[src/rtl/hazard_md_ctrl_pkg.sv]
// Shared types and constants for the MIPS hazard / mult-div sequencing controller.
// Optional stall statistics are enabled in the top by defining HAZARD_MD_STATS_EN.
package hazard_md_ctrl_pkg;

    typedef enum logic [1:0] {
        StIdle    = 2'd0,
        StBusyMul = 2'd1,
        StBusyDiv = 2'd2
    } md_state_e;

    // A Tuse of 3 marks an operand the D instruction never reads.
    localparam logic [1:0] TUSE_UNUSED = 2'd3;

    localparam int unsigned DEF_MULT_CYCLES = 5;
    localparam int unsigned DEF_DIV_CYCLES  = 10;
    localparam int unsigned DEF_CNT_W       = 4;

    function automatic int unsigned md_cycles(input logic        is_div,
                                              input int unsigned mult_c,
                                              input int unsigned div_c);
        return is_div ? div_c : mult_c;
    endfunction

endpackage

[src/rtl/hazard_md_ctrl_hazard_cmp.sv]
// Single-operand RAW hazard compare: flags a stall when an in-flight E/M writer
// targets this operand and its result arrives later than the D stage needs it.
module hazard_cmp
    import hazard_md_ctrl_pkg::*;
(
    input  logic [4:0] a,
    input  logic [1:0] tuse,
    input  logic [4:0] e_a3,
    input  logic [1:0] e_tnew,
    input  logic       e_we,
    input  logic [4:0] m_a3,
    input  logic [1:0] m_tnew,
    input  logic       m_we,
    output logic       hz
);

    logic used;
    logic hz_e;
    logic hz_m;

    always_comb begin
        // $zero is never a true dependency, and an unused operand cannot hazard.
        used = (tuse != TUSE_UNUSED) && (a != 5'd0);
        hz_e = used && e_we && (e_a3 == a) && (tuse < e_tnew);
        hz_m = used && m_we && (m_a3 == a) && (tuse < m_tnew);
        hz   = hz_e || hz_m;
    end

endmodule

[src/rtl/hazard_md_ctrl.sv]
// D-stage stall / D-E bubble control plus the mult/div busy sequencer.
// Define HAZARD_MD_STATS_EN to add the saturating stall_cnt output.
module hazard_md_ctrl
    import hazard_md_ctrl_pkg::*;
#(
    parameter int unsigned MULT_CYCLES = DEF_MULT_CYCLES,
    parameter int unsigned DIV_CYCLES  = DEF_DIV_CYCLES,
    parameter int unsigned CNT_W       = DEF_CNT_W
) (
    input  logic        clk,
    input  logic        reset_n,
    input  logic [4:0]  D_A1,
    input  logic [4:0]  D_A2,
    input  logic [1:0]  D_Tuse_rs,
    input  logic [1:0]  D_Tuse_rt,
    input  logic        D_is_md,
    input  logic [4:0]  E_A3,
    input  logic [4:0]  M_A3,
    input  logic [1:0]  E_Tnew,
    input  logic [1:0]  M_Tnew,
    input  logic        E_WE,
    input  logic        M_WE,
    input  logic        E_md_start,
    input  logic        E_md_div,
    output logic        stall,
    output logic        flush_E,
    output logic        md_busy,
    output logic        hilo_we
`ifdef HAZARD_MD_STATS_EN
    ,
    output logic [31:0] stall_cnt
`endif
);

    logic             hz_rs;
    logic             hz_rt;
    logic             md_hz;
    md_state_e        state_q;
    logic [CNT_W-1:0] cnt_q;

    hazard_cmp u_cmp_rs (
        .a      (D_A1),
        .tuse   (D_Tuse_rs),
        .e_a3   (E_A3),
        .e_tnew (E_Tnew),
        .e_we   (E_WE),
        .m_a3   (M_A3),
        .m_tnew (M_Tnew),
        .m_we   (M_WE),
        .hz     (hz_rs)
    );

    hazard_cmp u_cmp_rt (
        .a      (D_A2),
        .tuse   (D_Tuse_rt),
        .e_a3   (E_A3),
        .e_tnew (E_Tnew),
        .e_we   (E_WE),
        .m_a3   (M_A3),
        .m_tnew (M_Tnew),
        .m_we   (M_WE),
        .hz     (hz_rt)
    );

    always_comb begin
        md_busy = (state_q != StIdle);
        hilo_we = md_busy && (cnt_q == CNT_W'(1));
        // A start in E occupies the unit next cycle, so HI/LO users in D must wait now.
        md_hz   = D_is_md && (md_busy || E_md_start);
        // Gated by reset_n so every output is low while reset is held.
        stall   = reset_n && (hz_rs || hz_rt || md_hz);
        flush_E = stall;
    end

    always_ff @(posedge clk or negedge reset_n) begin
        if (!reset_n) begin
            state_q <= StIdle;
            cnt_q   <= '0;
        end else begin
            case (state_q)
                StIdle: begin
                    if (E_md_start) begin
                        state_q <= E_md_div ? StBusyDiv : StBusyMul;
                        cnt_q   <= CNT_W'(md_cycles(E_md_div, MULT_CYCLES, DIV_CYCLES));
                    end
                end
                StBusyMul, StBusyDiv: begin
                    // A new start while busy is ignored; correct stalling never issues one.
                    if (cnt_q == CNT_W'(1)) begin
                        state_q <= StIdle;
                        cnt_q   <= '0;
                    end else begin
                        cnt_q <= cnt_q - CNT_W'(1);
                    end
                end
                default: begin
                    state_q <= StIdle;
                    cnt_q   <= '0;
                end
            endcase
        end
    end

`ifdef HAZARD_MD_STATS_EN
    logic [31:0] stall_cnt_q;

    always_ff @(posedge clk or negedge reset_n) begin
        if (!reset_n) begin
            stall_cnt_q <= '0;
        end else if (stall && (stall_cnt_q != 32'hFFFF_FFFF)) begin
            stall_cnt_q <= stall_cnt_q + 32'd1;
        end
    end

    assign stall_cnt = stall_cnt_q;
`endif

endmodule

[config.mk]
export PLATFORM = sky130hd
export DESIGN_NAME = hazard_md_ctrl
export DESIGN_NICKNAME = d
export VERILOG_FILES = /design/src/rtl/hazard_md_ctrl_pkg.sv /design/src/rtl/hazard_md_ctrl_hazard_cmp.sv /design/src/rtl/hazard_md_ctrl.sv
export SDC_FILE = /design/constraint.sdc
export NUM_CORES = 1
export LEC_CHECK = 0
export ABC_AREA = 1
export CAP_MARGIN = 10
export CELL_PAD_IN_SITES_DETAIL_PLACEMENT = 1
export CELL_PAD_IN_SITES_GLOBAL_PLACEMENT = 1
export CORE_ASPECT_RATIO = 0.75
export CORE_MARGIN = 3
export CORE_UTILIZATION = 28
export CTS_CLUSTER_SIZE = 14
export DETAILED_ROUTE_END_ITERATION = 10
export PLACE_DENSITY = 0.9
export SYNTH_ARGS = -nofsm -noshare
export SYNTH_HDL_FRONTEND = slang
export SYNTH_HIERARCHICAL = 1
export SYNTH_SLANG_ARGS = --single-unit
[constraint.sdc]
create_clock -name clk -period 2.2 [get_ports clk]
set_input_delay 0.44 -clock clk [delete_from_list [all_inputs] [get_ports clk]]
set_output_delay 0.44 -clock clk [all_outputs]
set_load 0.05 [all_outputs]
==> impl_results.md, run 1 <==
* Critical Setup Path Class: in -> out
* Pin count of the biggest net entering global routing at 7
* Unique masters post-synth at 20
* WL/cell at 13.8 µm
* Reg2reg setup slack at 740 ps
* P_int at 574 µW
* Logic pwr share at 0.657
* Post-synth EDFFs at 0
* Fmax at roughly 460 MHz
* Crit path cell chain: buf_6, inv_2, ha_4, a21boi_2, nor2_1, nand3_1, a21oi_2, nor2_2, a21boi_4, buf_12
* CP top delay family: compound AO/OA/AOI/OAI gates
* Number of global-route vias before repair at 1287
* MaxCap Viol Count at 0
* Top cells by area, synth: nand2_1 (23%), dfrtp_1 (15%), inv_1 (11%), ha_1 (10%), nor2_1 (6.8%)
* Worst-path fanout max at 2
* Number of synthesized register bits at 6
* Relative slew slack at 0.804
* Post-Syn Area at about 1000 µm²
* Final Setup Violations at 0
* Sw Share at 0.489
* P per Cell Area at 713 mW/mm²
* Psw at 549 µW
* Layout cells sized above 1 at 0.314
* Post-detail-place hpwl at 3.08 mm
* Design Area, Final at 0.00158 mm²
* H-tree Lvls at 1
* Leak Pwr at 0.874 nW
* Period utilisation layout at 0.994
* Worst Path Buf+Inv at 3
* Post-synthesis instance total at 178
* Initial antenna violation count at 0
* Total number of vias at 1206
* TritonCTS clock tree: built
* WL final at 3.67 mm
* Number of I/O port buffers at 38
* Crit Reg-Reg Startpoint: state_q[0]$_DFFE_PN0P_
* Final hold vios at 0
* Later-pin clock latency in the skew report at 220 ps
* Max VDD drop at between 500 and 600 µV
* Row Count at 18
* Post-DP Area at 0.00151 mm²
* Full die area at between 0.004 and 0.005 mm²
* Clock sinks at 6
* Crit. path cell count at 10
* Hold slack final at 516 ps
* Synth async-reset ratio at 1.00
* Skew final at 1.38 ps
* Sequential element share of the synthesized area at 0.151
* Max Slew Vio Count at 0
* CP Capture Point: stall
* Dpl cells at between 200 and 300
* Crit path DAT at about 1800 ps
* Worst-case reg-to-reg path depth at 8
* Core ar. at 0.00336 mm²
* CP max stage delay at around 200 ps
* Synth top cells by count: nand2_1 (60), inv_1 (30), nor2_1 (18)
* Main synth FF type: dfrtp_1
* Critical Path Slowest Stage Cell: a21boi_4
* Post-route ant nets at 0
* CTS Buf Count at 3
* Final Util at 0.469
* DRT iter0 DRCs at 40
* CP startpoint kind: input port
* Slew @ Worst Pin at 293 ps
* Diodes inserted at 0
* Placer Congestion at 0.832
* Y dimension of the die at between 50 and 60 µm
* Post-Syn Nets at 221
* Routed vias/inst at 4.53
* TritonRoute pass-1 iters at 4
* CP Data Required Time at between 1500 and 2000 ps
* RSZ-0062 raised after global routing: true
* Sequential share of power at 0.193
* CTS max path bufs at 2
* Total GRT Usage at 0.172
* Cell taking the most area after synthesis: nand2_1
* Reg-to-reg critical path endpoint: cnt_q[1]$_DFFE_PN0P_
* Global-route wire length before repair at 5.62 mm
* Final std cells w/o fill at 266
* Clock share of power at 0.150
* Outcome: completed
* IO Count at 39
* Ys Warns at 6
* Clock slew at reported path FFs at 40 ps
* Count leader, synth: nand2_1
* Initial Utilization at 0.296
* Root buffer cell: clkbuf_8
* Post-synthesis average cell area at 5.59 µm²
* Min Tclk post-route at 2190 ps
* Tightest Hold Check Type: reg -> reg
* Crit. End Element: output pin
* Area growth from synthesis to layout at 58.4%
* DRC viols at 0
* CP startpoint: M_Tnew[1]
* GR Overflow Total at 0
* Fin nets at 271
* Die Width at 74.8 µm
* Yosys top cell area share at 0.226
-- metal layers --
layer | vias to the layer above | track usage | share of wire
met3 | 6 | 0.0225 | 0.039
met4 | 0 | 0.0660 | 0.011
met2 | 26 | 0.298 | 0.50
li1 | 630 | - | -
met5 | - | 0 | 0
met1 | 544 | 0.214 | 0.45
-- worst min path at each step --
stage / to / start / depth (start not counted)
floorplan: cnt_q[0]$_DFFE_PN0P_ / reset_n / 0
global placement: state_q[1]$_DFFE_PN0P_ / state_q[1]$_DFFE_PN0P_ / 2
detailed placement: state_q[1]$_DFFE_PN0P_ / state_q[1]$_DFFE_PN0P_ / 2
CTS: state_q[1]$_DFFE_PN0P_ / state_q[1]$_DFFE_PN0P_ / 2
global route: cnt_q[0]$_DFFE_PN0P_ / reset_n / 2
finish: state_q[1]$_DFFE_PN0P_ / state_q[1]$_DFFE_PN0P_ / 2
-- worst register-to-register path: stages (launching register included) --
cell,delay [ps]
dfrtp_1,380
inv_1,60
ha_1,240
inv_2,100
nor2_4,40
buf_4,140
nor2_1,240
nand2_1,80
o21ai_0,90
-- flip-flops by register name, indices dropped and copies added, names as in the netlist --
register  count
state_q       2
cnt_q         4
-- power by group through the flow --
stage | registers, mW | logic (mW) | clock network (mW)
2_1_floorplan | 0.203 | 0.499 | 0
4_1_cts | 0.217 | 0.740 | 0.174
3_5_place_dp | 0.218 | 0.739 | 0
3_3_place_gp | 0.213 | 0.705 | 0
6_report | 0.216 | 0.738 | 0.169
5_1_grt | 0.225 | 0.824 | 0.182
-- placed cells by master, fill, tap and decap left out --
cell type        synthesis  routed
nand3_1                  9       9
o21ai_1                  4       5
nand4_1                  2       2
o21ai_2                  2       2
buf_2                    0       1
clkdlybuf4s15_1          0       7
buf_4                    1      10
inv_1                   30      25
a21boi_2                 0       3
clkbuf_8                 0       3
nand2_4                  1       1
clkbuf_2                 0       8
nand2_2                  5       5
a21boi_4                 0       1
buf_6                    0       2
inv_2                   13      17
or2_4                    1       1
xnor2_1                  5       4
nand2_1                 60      60
nor2_1                  18      14
buf_12                   0       2
nor2_2                   1       5
o21ai_0                  4       3
a21oi_2                  2       2
dlygate4sd2_1            0      11
a21boi_1                 0       1
clkdlybuf4s50_1          0       4
inv_4                    0       1
dfrtp_1                  6       6
ha_1                     8       4
xnor2_2                  0       1
ha_4                     0       4
buf_8                    0       1
nor2_4                   1       1
-- area by class of cell --
class | count | area (µm²)
Clock buffer | 3 | 41.3
Fill cell | 464 | 1780
Inverter | 43 | 164
Multi-Input combinational cell | 128 | 766
Sequential cell | 6 | 150
Tap cell | 40 | 50.0
Timing Repair Buffer | 46 | 404
-- repair_timing --
| action | 4_1_cts | 5_1_grt |
|---|---|---|
| hold buffers | 0 | 0 |
| setup buffers | 0 | 0 |
| endpoints found under the setup margin | 2 | 2 |
| pin swaps | 16 | 15 |
| resized for setup | 59 | 32 |
-- logic make-up after synthesis --
| kind of cell | count (synthesis) | share of synthesized area |
|---|---|---|
| compound gates | 17 | 0.113 |
| xor+xnor | 5 | 0.0440 |
| fa+ha+maj | 8 | 0.101 |
| buf+inv | 44 | 0.170 |
| flops | 6 | 0.151 |
| simple gates | 98 | 0.421 |
-- per-stage QoR --
stage	TNS (ps)	worst slack, ps	total power, mW
global placement	-724	-362	0.917
detailed placement	-860	-430	0.957
floorplan	0	1.15	0.702
global route	-106	-53.7	1.23
CTS	-55.2	-27.7	1.13
finish	0	13.2	1.12
Note: power is estimated with default switching activity, not from simulation.
==> inputs of run 2 (changes only) <==
- CTS_CLUSTER_DIAMETER: not set -> 100
==> results of run 2 <==
Final layout, timing and power as in run 1 (identical DEF).
